[config.mk]
export PLATFORM = sky130hd
export DESIGN_NAME = rect_buffer_scheduler
export DESIGN_NICKNAME = d
export VERILOG_FILES = /design/src/rtl/rect_buf_pkg.sv /design/src/rtl/rect_buf_occupancy.sv /design/src/rtl/rect_buffer_scheduler.sv
export SDC_FILE = /design/constraint.sdc
export NUM_CORES = 1
export LEC_CHECK = 0
export ABC_AREA = 1
export BUFFER_PORTS_ARGS = -buffer_cell sky130_fd_sc_hd__buf_2
export CAP_MARGIN = 20
export CORE_MARGIN = 4
export CORE_UTILIZATION = 60
export DETAILED_ROUTE_END_ITERATION = 6
export PLACE_DENSITY = 0.95
export SKIP_LAST_GASP = 1
export SLEW_MARGIN = 20
export SYNTH_ARGS = -nofsm -noshare
export SYNTH_HDL_FRONTEND = slang
export SYNTH_SLANG_ARGS = --single-unit
[constraint.sdc]
create_clock -name st_clk -period 7 [get_ports st_clk]
set_input_delay 0 -clock st_clk [delete_from_list [all_inputs] [get_ports st_clk]]
set_output_delay 0 -clock st_clk [all_outputs]
set_load 0.005 [all_outputs]
[src/rtl/rect_buf_pkg.sv]
// ============================================================================
// Module   : rect_buf_pkg
// Function : Shared types for the rectilinear row-buffer scheduler.
// Revision : 1.0
// ============================================================================
`default_nettype none

package rect_buf_pkg;

  localparam int ROW_BITS = 16;

  typedef logic [ROW_BITS-1:0] row_t;

  typedef enum logic [1:0] {
    IDLE    = 2'd0,
    PREFILL = 2'd1,
    RUN     = 2'd2,
    DRAIN   = 2'd3
  } sched_state_t;

endpackage

`default_nettype wire

[src/rtl/rect_buf_occupancy.sv]
// ============================================================================
// Module   : rect_buf_occupancy
// Function : Oldest-resident-row pointer, occupancy arithmetic, underflow flag.
// Revision : 1.0
// ============================================================================
`default_nettype none

module rect_buf_occupancy
  import rect_buf_pkg::*;
(
  input  logic clk,
  input  logic rst_n,
  input  logic i_clear,
  input  logic i_release,
  input  row_t i_wr_row,
  output row_t o_base_row,
  output row_t o_occ,
  output logic o_underflow
);

  row_t r_base_row;
  row_t w_occ;

  // Modular subtraction keeps occupancy correct across row-index wrap.
  assign w_occ       = i_wr_row - r_base_row;
  assign o_occ       = w_occ;
  assign o_base_row  = r_base_row;
  assign o_underflow = i_release && (w_occ == '0);

  always_ff @(posedge clk or negedge rst_n) begin
    if (!rst_n) begin
      r_base_row <= '0;
    end else if (i_clear) begin
      r_base_row <= '0;
    end else if (i_release && (w_occ != '0)) begin
      r_base_row <= r_base_row + 1'b1;
    end
  end

endmodule

`default_nettype wire

[src/rtl/rect_buffer_scheduler.sv]
// ============================================================================
// Module   : rect_buffer_scheduler
// Function : Frame FSM, writer back-pressure and reader grant arbitration.
// Revision : 1.0
// ============================================================================
`default_nettype none

module rect_buffer_scheduler
  import rect_buf_pkg::*;
#(
  parameter  int BUFFER_H     = 32,
  parameter  int FRAME_H      = 1088,
  parameter  int PREFILL_ROWS = 8,
  localparam int AVAIL_W      = $clog2(BUFFER_H) + 1
) (
  input  logic               st_clk,
  input  logic               reset_n,
  input  logic               frame_start,
  input  row_t               wr_row,
  output logic               wr_ready,
  input  logic               rd_req,
  input  row_t               rd_req_row,
  output logic               rd_grant,
  input  logic               rd_release,
  output row_t               base_row,
  output logic [AVAIL_W-1:0] rows_avail,
  output logic               frame_done,
  output logic               err
);

  localparam row_t c_FRAME_ROW   = row_t'(FRAME_H);
  localparam row_t c_PREFILL_ROW = row_t'(PREFILL_ROWS);
  localparam row_t c_BUFFER_ROW  = row_t'(BUFFER_H);

  sched_state_t r_state;
  sched_state_t w_state_nxt;
  logic         r_grant;
  logic         r_frame_done;
  logic         r_err;
  row_t         r_wr_prev;

  row_t         w_occ;
  logic         w_underflow;
  logic         w_run_or_drain;
  logic         w_release_ok;
  logic         w_release_bad;
  logic         w_req_below;
  logic         w_wr_back;
  logic         w_grant_cond;
  logic         w_done_hit;
  logic         w_err_set;

  assign w_run_or_drain = (r_state == RUN) || (r_state == DRAIN);

  // frame_start overrides any coincident release or request, silently.
  assign w_release_ok  = rd_release && !frame_start && w_run_or_drain;
  assign w_release_bad = rd_release && !frame_start && !w_run_or_drain;
  assign w_req_below   = rd_req && !frame_start && (rd_req_row < base_row);
  assign w_wr_back     = !frame_start && (wr_row < r_wr_prev);
  assign w_grant_cond  = rd_req && !frame_start && w_run_or_drain && !r_grant &&
                         (rd_req_row >= base_row) && (rd_req_row < wr_row);
  assign w_done_hit    = !frame_start && (r_state == DRAIN) && (base_row == c_FRAME_ROW);
  assign w_err_set     = w_underflow | w_release_bad | w_req_below | w_wr_back;

  rect_buf_occupancy u_occupancy (
    .clk         (st_clk),
    .rst_n       (reset_n),
    .i_clear     (frame_start),
    .i_release   (w_release_ok),
    .i_wr_row    (wr_row),
    .o_base_row  (base_row),
    .o_occ       (w_occ),
    .o_underflow (w_underflow)
  );

  always_comb begin
    w_state_nxt = r_state;
    wr_ready    = 1'b0;
    case (r_state)
      IDLE: begin
        w_state_nxt = IDLE;
      end
      PREFILL: begin
        wr_ready = (w_occ < c_BUFFER_ROW);
        if (wr_row >= c_PREFILL_ROW) w_state_nxt = RUN;
      end
      RUN: begin
        wr_ready = (w_occ < c_BUFFER_ROW);
        if (wr_row == c_FRAME_ROW) w_state_nxt = DRAIN;
      end
      DRAIN: begin
        if (base_row == c_FRAME_ROW) w_state_nxt = IDLE;
      end
      default: begin
        w_state_nxt = IDLE;
      end
    endcase
    if (frame_start) w_state_nxt = PREFILL;
  end

  always_ff @(posedge st_clk or negedge reset_n) begin
    if (!reset_n) begin
      r_state      <= IDLE;
      r_grant      <= 1'b0;
      r_frame_done <= 1'b0;
      r_err        <= 1'b0;
      r_wr_prev    <= '0;
    end else begin
      r_state      <= w_state_nxt;
      r_grant      <= w_grant_cond;
      r_frame_done <= w_done_hit;
      r_err        <= r_err | w_err_set;
      // The writer clears its count one cycle after frame_start.
      r_wr_prev    <= frame_start ? '0 : wr_row;
    end
  end

  assign rd_grant   = r_grant;
  assign frame_done = r_frame_done;
  assign err        = r_err;
  assign rows_avail = w_occ[AVAIL_W-1:0];

endmodule

`default_nettype wire
==> reports/results.txt, run 1 <==
Status - finished clean
CTS tree - done
Total die area - 8450 sq um
DRC errors left - 0
PD cells - 134 nW/um^2
Internal - 0.398 mW
Largest stage delay on the critical path - 0.45 ns
Switching share of power - 37.3%
Critical path class - register to register
Part of the Yosys area used for sequential elements - 21.9%
Clock power frac - 26.4%
Period utilization - 40.9%
CTS sink cnt - 37
Critical Path RT - 7.24 ns
# rows - 30
RSZ-0062 raised after global routing - no
Grt ovf - 0
Peak Freq - 0.350 GHz
Total Routing Usage GR - 27.4%
Post-CTS sizing - 0
Leakage power - 2.64 nW
Warnings from Yosys - 0
Critical-path cell list - inv_1 > ha_1 > nand2_1 > nor2_2 > nand3_2 > nand2_2 > nand2_1 > nand2_1 > nand2_2 > nor3_4 > nand4_4 > nand2_4 > nand3_1 > nand2_1
Setup crit end kind - register
Worst-Skew Late Latency - 0.30 ns
Setup violations, final - 0
Critical path peak fanout - 17
Ant. Diodes - 0
Post-Place Cell Area - 4580 sq um
Mapped cell area - 4220 sq um
EDFF count, synth - 0
Post-synth ARST share - 100%
Worst hold-check path type - input port to register
Initial Utilization - 61.8%
Core area - 6830 sq um
First-pass GRT wire length - 19000 um
I/O pins - 63
Min Hold Slack - 0.00483 ns
Top FF cell, synth - dfrtp_1
Vias in the first global route - 4282
Die H - 91.9 um
Yosys top cell area share - 21.9%
Setup Skew - 0.00402 ns
Tmin final - 2.86 ns
Clk slew on worst S/H paths - 0.08 ns
Die width - 91.9 um
Sequential group share of total power - 37.3%
DR iter-0 viols - 267
Sw power - 0.236 mW
Pin count of the biggest net entering global routing - 38
Synth top area cells - dfrtp_1 22%, ha_1 20%, nand2_1 13%
Htree depth - 2
Via Count - 4375
CP top delay family - simple AND/OR/NAND/NOR gates
Synth Instances - 608
Cell taking the most area after synthesis - dfrtp_1
Port Buf Inserts - 62
Commonest non-fill, non-tap cell in the layout - nand2_1
Buf/Inv on CP - 1
Crit-path slowest cell - dfrtp_1
Pins over their slew limit - 0
Post-synth cell types - 40
Gp weighted congestion - 0.960
Final instance area - 4730 sq um
Antenna viol nets, final - 0
Slew headroom - 42.9%
Syn avg cell area - 6.95 sq um
Post-route setup TNS - 0 ns
Worst vdd ir - 0.157 mV
DP HPWL - 9240 um
Share of cells above drive strength 1 - 17.8%
Wire per inst - 14.7 um
Root Driver - clkbuf_8
Initial antenna violation count - 0
Pre-antenna DRT Iters - 5
Cts bufs inserted - 5
Commonest cells after routing, fill and taps aside - 144 x nand2_1, 108 x inv_1, 66 x ha_1
Comb pwr share - 36.3%
Max clock buf depth - 2
Max Cap Violations - 0
Slew @ Worst Pin - 0.857 ns
Post-synthesis net count - 712
WP data arrival - 3.10 ns
Area Growth Syn to Fin - 12.1%
FF+latch count, synth - 37
Fin. Hold Viols - 0
CP most frequent cell - nand2_1
# nets final - 779
Worst Setup Start Kind - register
Vias per std cell - 5.67
Routed wire length - 11400 um
final timing paths:
kind	startpoint	to	slack, ns	cells after the start
max	u_occupancy.o_base_row[3]	u_occupancy.o_base_row[15]	4.14	14
min	wr_row[9]	r_wr_prev[9]	0.005	3
max reg2reg	u_occupancy.o_base_row[3]	u_occupancy.o_base_row[15]	4.14	14
min reg2reg	u_occupancy.o_base_row[1]	u_occupancy.o_base_row[1]	0.58	2
max in group asynchronous	reset_n	u_occupancy.o_base_row[8]	6.12	2
min in group asynchronous	reset_n	u_occupancy.o_base_row[13]	0.35	2
registers in the layout (all words and copies together) (netlist names):
name	count
frame_done	1
rd_grant	1
u_occupancy.o_base_row	16
err	1
r_state	2
r_wr_prev	16
per-stage QoR:
step	utilization [%]	worst slack [ns]	std cells	total power, mW
after floorplan	-	4.69	608	0.391
after global placement	67.1	4.36	759	0.447
after detailed placement	67.1	4.23	759	0.460
after CTS	69.3	4.23	772	0.630
after global routing	69.3	3.94	772	0.674
final	69.3	4.14	772	0.634
cell usage after synthesis (8+ instances only):
library cell	number
nand2_1	144
nand3_2	12
nor2_1	41
nand4_1	21
a21oi_1	28
inv_1	108
o21ai_0	19
dfrtp_1	37
nand2_2	11
nand3_1	49
xor2_1	9
ha_1	66
inv_2	8
worst min-delay path: stages:
cell and delay, ns:
buf_2 0.13, inv_1 0.09, nor2_1 0.05
logic make-up (layout without fill, tap and decap cells):
logic type	Yosys count	after routing	synth area share [%]
buf+inv	123	191	12.0
compound gates	55	55	7.29
xor+xnor	9	9	1.87
flops	37	37	21.9
fa+ha+maj	67	67	20.0
simple gates	317	317	36.9
cell type report:
class	count	area, sq um
repair buffers	67	360
well taps	96	120
clock inverters	1	5.00
fillers	556	2100
flip-flops and latches	37	926
inverters	116	435
clock buffers	7	96.3
multi-input cells	448	2790
what timing repair did:
| action | 4_1_cts | 5_1_grt |
|---|---|---|
| buffers inserted | 0 | 0 |
| hold endpoints to repair | 41 | 0 |
| setup endpoints to repair | 0 | 0 |
| hold buffers | 5 | 0 |
metal layers:
| layer | routed length [um] | track usage, % |
|---|---|---|
| met4 | 412 | 11.6 |
| met2 | 5480 | 47.1 |
| met1 | 4700 | 34.8 |
| met5 | 0 | 0 |
| met3 | 767 | 2.95 |
power by group through the flow:
stage / clock network [mW] / registers [mW] / logic, mW
after floorplan: 0 / 0.237 / 0.154
after global placement: 0 / 0.238 / 0.209
after detailed placement: 0 / 0.239 / 0.220
after CTS: 0.168 / 0.236 / 0.226
after global routing: 0.178 / 0.237 / 0.259
final: 0.168 / 0.236 / 0.230
Power figures use the tool's default switching activity.
==> run 2: changes to the inputs <==
Settings changed: CORE_UTILIZATION 60 to 59, PLACE_DENSITY 0.95 to 0.94.
Clock period 7 ns to 2.81 ns, I/O delays scaled along.
==> run 2 against run 1 <==
  * Hold slack got worse by 0.0025 ns
  * Register-to-register slack got worse by 3.9 ns
  * Wire length increased by 11%
  * Sequential power increased by 150%
  * Critical path depth decreased by 2
  * Cell area increased by 1.5%
  * Worst setup slack got worse by 3.9 ns
  * Flip-flop and latch count unchanged
  * Non-clock buffer count increased by 9
  * Maximum frequency increased by 9.4%
  * Clock skew about the same
  * Total power increased to 2.5 times the previous value
  * Critical path type unchanged
==> reports/results.txt, run 2 (same netlist as run 1, synthesis figures left out) <==
Status - finished clean
Worst Setup Start Kind - register
Critical path class - register to register
Commonest non-fill, non-tap cell in the layout - nand2_1
Clk slew on worst S/H paths - 0.07 ns (about the same)
PD cells - 331 nW/um^2 (+150%)
Die width - 92.6 um (+0.77%)
Slew headroom - 38.1% (-4.8 points)
Final Non-Filler Cells - 781 (+1.2%)
Worst vdd ir - 0.402 mV (+160%)
Final instance area - 4800 sq um (+1.5%)
Total die area - 8580 sq um (+1.6%)
Grt ovf - 0 (unchanged)
Pins over their slew limit - 0 (unchanged)
Wire per inst - 16.1 um (+9.4%)
Vias in the first global route - 4453 (+4.0%)
DRC errors left - 0 (unchanged)
Worst R2R Path Depth - 12 (-2)
WP data arrival - 2.80 ns (-0.30 ns)
Commonest cells after routing, fill and taps aside - 144 x nand2_1, 108 x inv_1, 66 x ha_1
Critical path peak fanout - 7 (-10)
Setup crit end kind - register
DR iter-0 viols - 293 (+9.7%)
CTS sink cnt - 37 (unchanged)
Via Count - 4553 (+4.1%)
Worst hold-check path type - input port to register
Vias per std cell - 5.83 (+2.9%)
Top layer in use - met4
Share of cells above drive strength 1 - 19.3% (+1.5 points)
Slew @ Worst Pin - 0.926 ns (+0.0693 ns)
Routed met1 length - 4860 um (+3.4%)
DP HPWL - 9960 um (+7.8%)
Cts bufs inserted - 5 (unchanged)
Setup violations, final - 0 (unchanged)
Peak Freq - 0.382 GHz (+9.4%)
Gp weighted congestion - 0.940 (-2.1%)
# nets final - 788 (+1.2%)
Hold depth - 3 (unchanged)
Fin. Hold Viols - 0 (unchanged)
Pin count of the biggest net entering global routing - 38 (unchanged)
Fillers - 524 (-5.8%)
Period utilization - 93.1% (+52 points)
Dpl ws - 0.0968 ns (-4.14 ns)
Antenna viol nets, final - 0 (unchanged)
Ant. Diodes - 0 (unchanged)
Pre-antenna DRT Iters - 5 (unchanged)
Max clock buf depth - 2 (unchanged)
Placed cell count - 769 (+1.3%)
Max Cap Violations - 0 (unchanged)
Area Growth Syn to Fin - 13.7%
Root Driver - clkbuf_8
Total power - 1.59 mW (+150%)
Leakage power - 2.69 nW (+1.8%)
Htree depth - 2 (unchanged)
Initial antenna violation count - 0 (unchanged)
Post-Place Cell Area - 4660 sq um (+1.6%)
Tmin final - 2.62 ns (-0.245 ns)
Wire length on met3 - 1100 um (+44%)
Critical Path RT - 3.00 ns (-4.24 ns)
Worst setup margin - 0.195 ns (-3.95 ns)
Port Buf Inserts - 62 (unchanged)
Die H - 92.6 um (+0.77%)
First-pass GRT wire length - 20100 um (+6.0%)
Total Routing Usage GR - 29.0% (+1.6 points)
CTS tree - done
WL met2 - 5910 um (+7.8%)
Routed wire length - 12600 um (+11%)
# rows - 30 (unchanged)
Initial Utilization - 61.5% (-0.34 points)
Post-layout util - 69.9% (+0.64 points)
Core area - 6870 sq um (+0.55%)
I/O pins - 63 (unchanged)
Worst-Skew Late Latency - 0.29 ns (about the same)
Setup Skew - 0.00430 ns (+0.000272 ns)
==> run 2: changes by cell type in the layout (fill, tap and decap cells not counted) <==
cell / change
nand2_8: +1
dlygate4sd3_1: -3
a2111oi_0: -1
nand2_4: -1
a2111oi_1: +1
buf_4: +12
==> run 2: final timing paths <==
check / start / end / slack, ns
worst max-delay path: u_occupancy.o_base_row[2] / u_occupancy.o_base_row[15] / 0.19
worst min-delay path: wr_row[14] / r_wr_prev[14] / 0.002
worst max register to register: u_occupancy.o_base_row[2] / u_occupancy.o_base_row[15] / 0.19
worst min register to register: r_state[0] / r_state[0] / 0.57
max in group asynchronous: reset_n / u_occupancy.o_base_row[0] / 1.90
min in group asynchronous: reset_n / u_occupancy.o_base_row[14] / 0.35
==> run 2: metrics by stage <==
step	hold WS (ns)	setup TNS (ns)
after detailed placement	0.145	0
after floorplan	-0.296	0
after CTS	0.000197	0
after global placement	0.133	0
final	0.00235	0
after global routing	0.0222	-0.00890
==> run 2: area by class of cell <==
cell class	instances	area (sq um)	share of cell area, %
multi-input combinational	448	2800	58.3
clock inverter	1	5.00	0.104
tap	96	120	2.50
inverter	116	435	9.06
clock buffer	7	96.3	2.01
sequential	37	926	19.3
timing repair buffer	76	420	8.75
==> run 2: per-layer routing <==
layer,up-vias,global-route usage (%)
met5,-,0
met4,0,14.7
met3,78,4.14
met2,294,50.7
met1,2056,34.7
li1,2125,-
==> run 2: critical path: stages, from the launching register on <==
cell     delay (ns)
dfrtp_1        0.46
inv_1          0.16
ha_1           0.41
or2_4          0.27
nand3_2        0.09
nand2_2        0.07
nand2_1        0.09
nand3_2        0.09
nor3_4         0.28
nand4_4        0.20
buf_4          0.21
nand3_1        0.10
nand2_1        0.07
==> run 2: repair_timing <==
action	in CTS	in global routing
buffers inserted	0	2
hold buffers	2	0
endpoints found under the setup margin	0	16
gates resized for setup	0	1
hold endpoints to repair	38	0
==> run 2: where the power goes <==
part	switching, mW	leakage [nW]	total [mW]	internal [mW]
Clock	0.197	0.0542	0.419	0.222
Combinational	0.374	2.15	0.590	0.216
Sequential	0.0228	0.490	0.584	0.561
Total	0.594	2.69	1.59	0.998
